`src/rtl/muldiv_unit.sv`:
```
// Iterative 32-bit multiply/divide unit: 32-step shift-add multiply and restoring divide, writing its result to a register file.
// Optional signed support is compiled in with the MULDIV_SIGNED_EN macro.
module muldiv_unit (
  input  logic        clk,
  input  logic        rst_n,
  input  logic        start,
  input  logic [1:0]  op,
  input  logic        sgn,
  input  logic [31:0] src0,
  input  logic [31:0] src1,
  input  logic [4:0]  dst_addr,
  output logic        busy,
  output logic        done,
  output logic        reg_wr,
  output logic [4:0]  addr_wr,
  output logic [31:0] wr_data
);

  typedef enum logic [1:0] {IDLE, RUN, WRITE} state_e;

  localparam logic [5:0] LAST_ITER = 6'd32;

  state_e      state_q;
  logic [5:0]  cnt_q;
  logic [1:0]  op_q;
  logic [4:0]  dst_q;
  logic [31:0] opnd_q;   // multiplicand (MUL) or divisor (DIV) magnitude
  logic [63:0] acc_q;    // {hi, lo}: product, or {remainder, quotient}
  logic        busy_q, done_q, reg_wr_q;
  logic [4:0]  addr_wr_q;
  logic [31:0] wr_data_q;

  logic [31:0] a_mag, b_mag;
  logic [63:0] prod_fin;
  logic [31:0] quo_fin, rem_fin;

`ifdef MULDIV_SIGNED_EN
  logic a_neg, b_neg;
  logic neg_prod_d, neg_quo_d, neg_rem_d;
  logic neg_prod_q, neg_quo_q, neg_rem_q;

  always_comb begin
    a_neg      = sgn & src0[31];
    b_neg      = sgn & src1[31];
    a_mag      = a_neg ? (~src0 + 32'd1) : src0;
    b_mag      = b_neg ? (~src1 + 32'd1) : src1;
    neg_prod_d = a_neg ^ b_neg;
    // A zero divisor must leave the all-ones quotient uncorrected.
    neg_quo_d  = (a_neg ^ b_neg) & (src1 != 32'd0);
    neg_rem_d  = a_neg;
  end

  always_comb begin
    prod_fin = neg_prod_q ? (~acc_q + 64'd1) : acc_q;
    quo_fin  = neg_quo_q ? (~acc_q[31:0] + 32'd1) : acc_q[31:0];
    rem_fin  = neg_rem_q ? (~acc_q[63:32] + 32'd1) : acc_q[63:32];
  end
`else
  logic unused_sgn;
  assign unused_sgn = sgn;
  assign a_mag      = src0;
  assign b_mag      = src1;
  assign prod_fin   = acc_q;
  assign quo_fin    = acc_q[31:0];
  assign rem_fin    = acc_q[63:32];
`endif

  // One shift-add multiply step.
  logic [32:0] mul_sum;
  logic [63:0] mul_next;
  // One restoring divide step; the trial difference is 34 bits so its sign is unambiguous.
  logic [64:0] div_shift;
  logic [33:0] div_diff;
  logic [63:0] div_next;
  logic [31:0] result;

  always_comb begin
    mul_sum   = {1'b0, acc_q[63:32]} + (acc_q[0] ? {1'b0, opnd_q} : 33'd0);
    mul_next  = {mul_sum, acc_q[31:1]};
    div_shift = {acc_q, 1'b0};
    div_diff  = {1'b0, div_shift[64:32]} - {2'b00, opnd_q};
    div_next  = div_diff[33] ? {div_shift[63:32], acc_q[30:0], 1'b0}
                             : {div_diff[31:0], acc_q[30:0], 1'b1};
    unique case (op_q)
      2'b00:   result = prod_fin[31:0];
      2'b01:   result = prod_fin[63:32];
      2'b10:   result = quo_fin;
      default: result = rem_fin;
    endcase
  end

  // NOTE: all state, including the datapath, uses non-blocking assignments so every register samples pre-edge values.
  always_ff @(posedge clk or negedge rst_n) begin
    if (!rst_n) begin
      state_q   <= IDLE;
      cnt_q     <= '0;
      op_q      <= '0;
      dst_q     <= '0;
      opnd_q    <= '0;
      acc_q     <= '0;
      busy_q    <= 1'b0;
      done_q    <= 1'b0;
      reg_wr_q  <= 1'b0;
      addr_wr_q <= '0;
      wr_data_q <= '0;
`ifdef MULDIV_SIGNED_EN
      neg_prod_q <= 1'b0;
      neg_quo_q  <= 1'b0;
      neg_rem_q  <= 1'b0;
`endif
    end else begin
      unique case (state_q)
        IDLE: begin
          if (start) begin
            op_q    <= op;
            dst_q   <= dst_addr;
            cnt_q   <= '0;
            opnd_q  <= op[1] ? b_mag : a_mag;
            acc_q   <= {32'd0, op[1] ? a_mag : b_mag};
            busy_q  <= 1'b1;
            state_q <= RUN;
`ifdef MULDIV_SIGNED_EN
            neg_prod_q <= neg_prod_d;
            neg_quo_q  <= neg_quo_d;
            neg_rem_q  <= neg_rem_d;
`endif
          end
        end
        RUN: begin
          if (cnt_q == LAST_ITER) begin
            done_q    <= 1'b1;
            reg_wr_q  <= (dst_q != 5'd0);
            addr_wr_q <= dst_q;
            wr_data_q <= result;
            state_q   <= WRITE;
          end else begin
            acc_q <= op_q[1] ? div_next : mul_next;
            cnt_q <= cnt_q + 6'd1;
          end
        end
        WRITE: begin
          done_q    <= 1'b0;
          reg_wr_q  <= 1'b0;
          addr_wr_q <= '0;
          wr_data_q <= '0;
          busy_q    <= 1'b0;
          state_q   <= IDLE;
        end
        default: state_q <= IDLE;
      endcase
    end
  end

  assign busy    = busy_q;
  assign done    = done_q;
  assign reg_wr  = reg_wr_q;
  assign addr_wr = addr_wr_q;
  assign wr_data = wr_data_q;

endmodule

```
`config.mk`:
```
export PLATFORM = sky130hd
export DESIGN_NAME = muldiv_unit
export DESIGN_NICKNAME = d
export VERILOG_FILES = /design/src/rtl/muldiv_unit.sv
export SDC_FILE = /design/constraint.sdc
export NUM_CORES = 1
export LEC_CHECK = 0
export CORE_MARGIN = 2
export CORE_UTILIZATION = 35
export CTS_CLUSTER_SIZE = 12
export DETAILED_ROUTE_END_ITERATION = 10
export PLACE_DENSITY_LB_ADDON = 0.25
export SLEW_MARGIN = 20
export SYNTH_ARGS = -nofsm -noshare
export SYNTH_HDL_FRONTEND = slang
export SYNTH_SLANG_ARGS = --single-unit
```
`constraint.sdc`:
```
create_clock -name clk -period 3.7 [get_ports clk]
set_clock_uncertainty 0.15 [all_clocks]
set_input_delay 0.37 -clock clk [delete_from_list [all_inputs] [get_ports clk]]
set_output_delay 0.37 -clock clk [all_outputs]
set_load 0.005 [all_outputs]
```
# Yosys cells after proc, flatten, opt, wreduce, memory -nomap -nowiden
# Index checks and enable logic that the tools add are counted.
word_totals:
  ff_bits: 151
  inputBits: 75
  output_inout_bits: 40
  wordCells: 58
op_classes:
  addsub: 3
  n_eq_ne: 7
  muxes: 25
  n_reduce_logical: 12
ops:
  columns: ["op", "count"]
  rows:
  - ["$mux W64", 4]
  - ["$mux W32", 5]
  - ["$pmux W64 S2", 1]
  - ["$pmux W32 S2", 1]
  - ["$sub A33 B32 Y34", 1]
  - ["$add A32 B32 Y33", 1]
  - ["$mux W6", 2]
  - ["$pmux W6 S2", 1]
  - ["$pmux W5 S2", 1]
  - ["$reduce_and A2 Y1", 4]
  - ["$add A6 B1 Y6 const B", 1]
  - ["$eq A6 B6 Y1 const B", 1]
  - ["$ne A2 B2 Y1 const B", 3]
  - ["$pmux W1 S2", 3]
  - ["$reduce_bool A2 Y1", 3]
  - ["$mux W5", 1]
  - ["$reduce_bool A5 Y1", 1]
  - ["$eq A2 B2 Y1 const B", 2]
  - ["$logic_not A2 Y1", 2]
  - ["$mux W2", 2]
  - ["$pmux W2 S2", 1]
  - ["$mux W1", 3]
  - ["$reduce_and A3 Y1", 1]
  - ["$eq A2 B1 Y1 const B", 1]
  - ["$reduce_or A2 Y1", 1]

# Longest topological paths before layout
# Gate-level depths: netlist (run 1).
logic_depth:
  ltp_word: 5
  mapped_depth: 13
  ltp_nobuf: 13

# Worst setup path before layout (run 1)
# Ideal clock, no wire load.
synth_timing:
  path_type: "register -> register"
  startpoint: "register acc_q[0]"
  endpoint: "register acc_q[61]"
  setup_ps: 126
  arrival_ps: 2728
  t_required_ps: 3424
  path_slack_ps: 696
  stages_incl_launch_ff: 13
  n_path_buf: 1
  synth_period_minus_slack_ps: 3004
  cell_sequence: "dfrtp_1 clkbuf_1 nand2_1 fa_1 and2b_1 o2111ai_2 a211oi_2 o31ai_2 and2_1 o21ai_0 xnor2_1 o32ai_1 a221o_1"
synth_between:
  elab_chain_len: 5
synth_lines:
  columns: ["element", "line", "source"]
  rows:
  - ["from (decl)", "28", "logic [63:0] acc_q;"]
  - ["from (signal assigned)", "119", "acc_q <= {32'd0, op[1] ? a_mag : b_mag};"]
  - ["from (signal assigned)", "137", "acc_q <= op_q[1] ? div_next : mul_next;"]
  - ["$mux W32", "78", "mul_sum = {1'b0, acc_q[63:32]} + (acc_q[0] ? {1'b0, opnd_q} : 33'd0);"]
  - ["$add A32 B32 Y33", "78", null]
  - ["$mux W64", "137", null]
  - ["$mux W64", "130", "if (cnt_q == LAST_ITER) begin"]
  - ["$pmux W64 S2", "112", "unique case (state_q)"]
# Every way passes these cells. The select of a mux whose other input is x is not followed.
# A chain may end at the register's enable or synchronous reset.

# Final worst setup path (run 1)
layout_timing:
  startpoint: "register opnd_q[0]"
  endpoint: "register acc_q[63]"
layout_between:
  elab_chain_len: 5
  elab_cells_between_ends: 7
  cone_classes: "add/sub (2); mux (5)"
layout_lines:
  columns: ["element", "line", "source"]
  rows:
  - ["from (decl)", "27", "logic [31:0] opnd_q;"]
  - ["from (signal assigned)", "118", "opnd_q <= op[1] ? b_mag : a_mag;"]
  - ["$sub A33 B32 Y34 / $mux W32 (equally long branches)", "81, 78", null]
  - ["$mux W64 / $add A32 B32 Y33 (equally long branches)", "82, 78", null]
  - ["$mux W64 *", "137", null]
  - ["$mux W64 *", "130", null]
  - ["$pmux W64 S2 *", "112", null]
# Every way passes the cells marked *; elsewhere a longest branch is shown, timed or not. The select of a mux whose other input is x is not followed.

==> results.ini, run 1 <==
[status]
status = finished, final reports clean

[placed_design]
place_area_mm2 = 0.01345
gp_congestion = 0.9316
dp_cells = 1890
portBuffers = 113
dp_hpwl_um = 24860

[synthesis]
ys_ff_latch = 151
synth_edf_count = 0
ys_types = 80
synth_area_leaders = dfrtp_1 (32%), mux2i_1 (10%), ha_1 (7.1%)
ys_seq_area_share_pct = 32.40
synth_cells = 1365
ys_dominant_reg_cell = dfrtp_1
ys_warn_count = 0
synth_nets = 1508
netlist_area_mm2 = 0.01166
async_flop_share_pct = 100.0
yosys.area.top_type = dfrtp_1
avgSynthCellArea_um2 = 8.543
yosysTopAreaCellShare_pct = 32.40

[drt]
dr.pass1.iters = 6
post-route-drc-count = 0
drt_wl_total_um = 33700
drtAntennaViolNets = 0
num_vias = 10250
wl_per_cell_um = 17.53
dr.first_iter.drc_count = 522
vias_per_cell = 5.330

[job]
timing.max_cap.violations = 0

[floorplanning]
die_w_um = 186.5
row_count = 66
die_h_um = 186.5
boundaryPins = 115
fp.coreArea_mm2 = 0.03270
die_area_mm2 = 0.03479
initial_core_util_pct = 35.66

[global_routing]
grt_pass1_vias = 10262
globalRouteTotalUtil_pct = 19.59
grt_pass1_wl_um = 55600
gr-total-overflow = 0
antenna_found_initial = 0
grt_max_degree = 77

[critical_path]
setup.worst_path.end = acc_q[63]$_DFFE_PN0P_
crit_path_max_incr_delay_ns = 0.41
endpoint_kind = flip-flop
reg2regPathDepth = 14
r2r-end = acc_q[63]$_DFFE_PN0P_
slowest_stage = dfrtp_1
crit_path_frequent_cell = a211oi_1
startpoint = opnd_q[0]$_DFFE_PN0P_
timing_worst_setup_path_type = reg2reg
rrSetupSlack_ns = 0.18
arrival_ns = 3.67
path_max_fanout = 4
critPathLaunchType = flip-flop
reg2reg_from = opnd_q[0]$_DFFE_PN0P_
path_cells = and2_1 > ha_1 > inv_1 > fa_1 > and2b_1 > o2111ai_2 > a211oi_2 > buf_4 > o31ai_2 > a31oi_1 > a221oi_2 > o21ai_1 > a211oi_1 > a211oi_1
crit_required_ns = 3.86

[worst_hold_path]
hold_path_class = in2reg

[cts]
root_buffer = clkbuf_16
cts_tree = built
clk_pin_slew_worst_paths_ns = 0.07
cts_inserted_buffers = 17
worstSkewPairLatency_ns = 0.44
cts_max_path_buffers = 2
postCtsSetupBuffers = 0
tritoncts_num_sinks = 151
cts_max_level = 4
cts-resized-gates = 0

[power_and_ir_drop]
power_frac_seq_pct = 22.3
p_int_uw = 7879
p_leak_uw = 0.006201
power.net_switching_uw = 7234
combPwrFrac_pct = 65.5
power-per-cell-area_mw_per_mm2 = 1076
power.share.clock_pct = 12.2
switching_share_pct = 47.87
fin_total_pwr_uw = 15110
peakVddDrop_mv = 0.4612

[finish]
final_cell_mix = nand2_1 (179), dfrtp_1 (149), o21ai_0 (148)
diodes = 0
num-nets-final = 1611
fin_area_mm2 = 0.01405
layout_commonest_cell = nand2_1
finalNonFillerCells = 1923
area_delta_synth_final_pct = 20.49
layout-drive-gt1-share_pct = 10.60

[sta]
hold_slack_ns = 0.3195
final_min_period_over_clock_period_pct = 95.04
drv_slew = 0
rsz0062_at_grt = no
fmax_mhz = 284.4
hold_viol = 0
setup_viol = 0
setup-tns-final_ns = 0
relSlewSlack_pct = 26.27
final.min_clock_period_ns = 3.516
tightest_slew_ns = 1.106

## sequential cells by signal, summed over array words and instances, names as in the netlist
signal and flops:
busy 1, dst_q 5, acc_q 64, state_q 2, opnd_q 32, addr_wr 5, done 1, op_q 2
wr_data 32, reg_wr 1, cnt_q 6
## power groups by stage
stage | Combinational, uW | Clock [uW] | Sequential (uW)
detailed placement | 9800 | 0 | 3400
CTS | 9880 | 1880 | 3370
global route | 11000 | 1950 | 3500
global placement | 9670 | 0 | 3390
finish | 9900 | 1850 | 3370
floorplan | 7420 | 0 | 3000
## routing by layer
metal	part of all wire, %	global-route usage, %
met1	48	27.41
met2	46	32.08
met3	3.6	2.426
met4	1.7	5.037
met5	0	0
## logic make-up (layout without fill, tap and decap cells)
kind of cell               Yosys count  in the layout  synth area share, %
adders and majority gates           68             68                7.425
buffers and inverters              136            252                4.860
xor gates and xnor gates            56             56                4.206
AOI/OAI and AO/OA                  418            418                22.58
DFF                                151            151                32.40
muxes                              149            149                13.14
and+or+nand+nor                    387            387                15.39
## through the flow
step / setup WS (ns) / utilization, %
global route: 0.03824 / 42.97
floorplan: 0.6964 / -
detailed placement: 0.2522 / 41.12
finish: 0.1835 / 42.97
CTS: 0.2079 / 42.97
global placement: 0.2352 / 41.12
## synth_stat cells (6+ instances only)
library cell and number:
a211oi_1 6, a21o_1 23, a21oi_1 114, a22oi_1 13, a31oi_1 11, and2_1 40
buf_1 10, buf_2 20, clkbuf_1 43, dfrtp_1 151, ha_1 66, inv_1 57
mux2_2 32, mux2i_1 116, nand2_1 179, nand2b_1 6, nand3_1 19, nand4_1 12
nor2_1 82, nor3_1 12, o211ai_1 13, o21a_1 6, o21ai_0 148, o21ai_1 16
o21bai_1 7, or3_1 7, xnor2_1 37, xor2_1 19
## layout make-up
class                           instances  area, um^2
Clock buffer                           18       429.2
Fill cell                            3345       18650
Tap cell                              442       553.0
Timing Repair Buffer                  162        1563
Multi-Input combinational cell       1078        7343
Clock inverter                         14       163.9
Sequential cell                       151        3781
Inverter                               58       217.7
## critical path, delay by kind of cell (launching register included)
family	cells	cell delay, ns
AO/OA/AOI/OAI	8	1.80
flip-flops	1	0.41
AND/OR/NAND/NOR	2	0.39
adder cells (fa/ha/maj)	2	0.39
buffers and inverters	2	0.23
## repair_timing
item / in CTS / in global routing
hold endpoints to repair: 64 / 0
endpoints found under the setup margin: 0 / 0
hold buffers: 1 / 0
## how the worst min path moves through the flow
stage | startpoint | endpoint | slack [ns] | cells after the start
3_5_place_dp | rst_n | addr_wr[3]$_DFFE_PN0P_ | 0.29 | 1
5_1_grt | dst_addr[3] | dst_q[3]$_DFFE_PN0P_ | 0.32 | 3
3_3_place_gp | rst_n | addr_wr[3]$_DFFE_PN0P_ | 0.28 | 1
2_1_floorplan | rst_n | acc_q[0]$_DFFE_PN0P_ | -0.08 | 0
6_report | dst_addr[2] | dst_q[2]$_DFFE_PN0P_ | 0.32 | 3
4_1_cts | dst_addr[2] | dst_q[2]$_DFFE_PN0P_ | 0.31 | 3
Note: power is estimated with default switching activity, not from simulation.
==> inputs of run 2 (changes only) <==
Settings changed: RECOVER_POWER from default to 25.
==> run 2 against run 1 <==
The run now ends with capacitance limit, slew limit left. Clock power about the same. Maximum frequency unchanged. Critical path depth unchanged. Final cell count unchanged. First-iteration DRC count unchanged. Non-clock buffer count unchanged. Sequential power about the same. Core utilization about the same. Critical endpoint unchanged.
==> results.ini, run 2 (same netlist as run 1, synthesis figures left out) <==
[status]
status = complete, but fails checks
failed_checks = capacitance limit, slew limit

[sta]
drv_slew = 67
hold_viol = 0
final_min_period_over_clock_period_pct = 95.04
relSlewSlack_pct = -21.58
final.min_clock_period_ns = 3.516
fmax_mhz = 284.4
setup_viol = 0
setup-tns-final_ns = 0
hold_slack_ns = 0.3195
rsz0062_at_grt = no
tightest_slew_ns = 1.824

[critical_path]
slowest_stage = dfrtp_1
endpoint_kind = flip-flop
reg2reg_from = opnd_q[0]$_DFFE_PN0P_
path_cells = and2_1 > ha_1 > inv_1 > fa_1 > and2b_1 > o2111ai_2 > a211oi_2 > buf_4 > o31ai_2 > a31oi_1 > a221oi_2 > o21ai_1 > a211oi_1 > a211oi_1
path_buf_inv = 2
crit_path_frequent_cell = a211oi_1
arrival_ns = 3.67
timing_worst_setup_path_type = reg2reg
crit_required_ns = 3.86
reg2regPathDepth = 14
crit_family = compound AO/OA/AOI/OAI gates
rrSetupSlack_ns = 0.18
path_max_fanout = 4
crit_path_max_incr_delay_ns = 0.41
critPathLaunchType = flip-flop
r2r-end = acc_q[63]$_DFFE_PN0P_

[power_and_ir_drop]
power-per-cell-area_mw_per_mm2 = 1076
p_leak_uw = 0.006195
peakVddDrop_mv = 0.4614

[placed_design]
gp_congestion = 0.9316
dp_cells = 1890
dp_hpwl_um = 24860
portBuffers = 113

[cts]
cts_max_path_buffers = 2
cts_max_level = 4
root_buffer = clkbuf_16
tritoncts_num_sinks = 151
cts_tree = built
cts_inserted_buffers = 17
hold_buffers = 1
cts-resized-gates = 0
postCtsSetupBuffers = 0
clk_pin_slew_worst_paths_ns = 0.07
worstSkewPairLatency_ns = 0.44

[finish]
layout-drive-gt1-share_pct = 10.53
diodes = 0
area_delta_synth_final_pct = 20.41
layout_commonest_cell = nand2_1
regMostFlops = acc_q
final_util_pct = 42.94
num-nets-final = 1611
final_cell_mix = nand2_1 (179), dfrtp_1 (149), o21ai_0 (148)
largest_reg_flops = 64
finalNonFillerCells = 1923

[drt]
dr.pass1.iters = 6
post-route-drc-count = 0
num_vias = 10261
drtAntennaViolNets = 0
drt_wl_total_um = 33710
dr.first_iter.drc_count = 522
wl_per_cell_um = 17.53
vias_per_cell = 5.336

[worst_hold_path]
holdCritStartpoint = dst_addr[2]
holdPathStages = 3
hold_end = dst_q[2]$_DFFE_PN0P_
hold_path_class = in2reg

[job]
timing.max_cap.violations = 1

[floorplanning]
die_area_mm2 = 0.03479
fp.coreArea_mm2 = 0.03270
die_w_um = 186.5
boundaryPins = 115
die_h_um = 186.5
initial_core_util_pct = 35.66
row_count = 66

[global_routing]
antenna_found_initial = 0
grt_pass1_vias = 10262
globalRouteTotalUtil_pct = 19.59
gr-total-overflow = 0
grt_max_degree = 77
grt_pass1_wl_um = 55600

## run 2: cell types whose count changed in the layout (fill, tap and decap cells not counted), sizes merged
cell    delta
clkbuf     +2
buf        -2
## run 2: worst max-delay path by stage
stage | start | end | slack [ns] | cells past startpoint
after CTS | opnd_q[0]$_DFFE_PN0P_ | acc_q[63]$_DFFE_PN0P_ | 0.21 | 14
after detailed placement | opnd_q[0]$_DFFE_PN0P_ | acc_q[63]$_DFFE_PN0P_ | 0.25 | 14
after global routing | opnd_q[0]$_DFFE_PN0P_ | acc_q[63]$_DFFE_PN0P_ | 0.04 | 14
after floorplan | acc_q[0]$_DFFE_PN0P_ | acc_q[61]$_DFFE_PN0P_ | 0.70 | 12
after global placement | opnd_q[0]$_DFFE_PN0P_ | acc_q[63]$_DFFE_PN0P_ | 0.24 | 14
final | opnd_q[0]$_DFFE_PN0P_ | acc_q[63]$_DFFE_PN0P_ | 0.18 | 14
## run 2: per-layer routing
metal | vias up | global-route usage [%] | share of wire, %
met5 | - | 0 | 0
met4 | 0 | 5.037 | 1.7
met3 | 32 | 2.426 | 3.8
met2 | 233 | 32.08 | 46
met1 | 4931 | 27.41 | 48
li1 | 5065 | - | -
## run 2: power by group
part           leakage (uW)  internal [uW]  switching [uW]
clock              0.000286           1020             830
combinational       0.00408           4410            5490
sequential          0.00183           2450             917
total               0.00620           7880            7230
## run 2: worst register-to-register path, stage by stage, from the launching register on
cell       delay (ns)
dfrtp_1          0.41
and2_1           0.17
ha_1             0.20
inv_1            0.07
fa_1             0.19
and2b_1          0.22
o2111ai_2        0.27
a211oi_2         0.11
buf_4            0.16
o31ai_2          0.40
a31oi_1          0.21
a221oi_2         0.35
o21ai_1          0.14
a211oi_1         0.27
a211oi_1         0.07
## run 2: final cells by class
type	count	area, um^2
Clock inverter	14	163.9
Clock buffer	18	429.2
Fill cell	3347	18660
Tap cell	442	553.0
Sequential cell	151	3781
Multi-Input combinational cell	1078	7343
Inverter	58	217.7
Timing Repair Buffer	162	1553
## run 2: through the flow
stage | setup slack, ns | power (uW) | instance area, um^2
2_1_floorplan | 0.6964 | 10420 | 11660
3_3_place_gp | 0.2352 | 13060 | 13450
3_5_place_dp | 0.2522 | 13200 | 13450
4_1_cts | 0.2079 | 15130 | 14050
5_1_grt | 0.03824 | 16490 | 14040
6_report | 0.1835 | 15110 | 14040
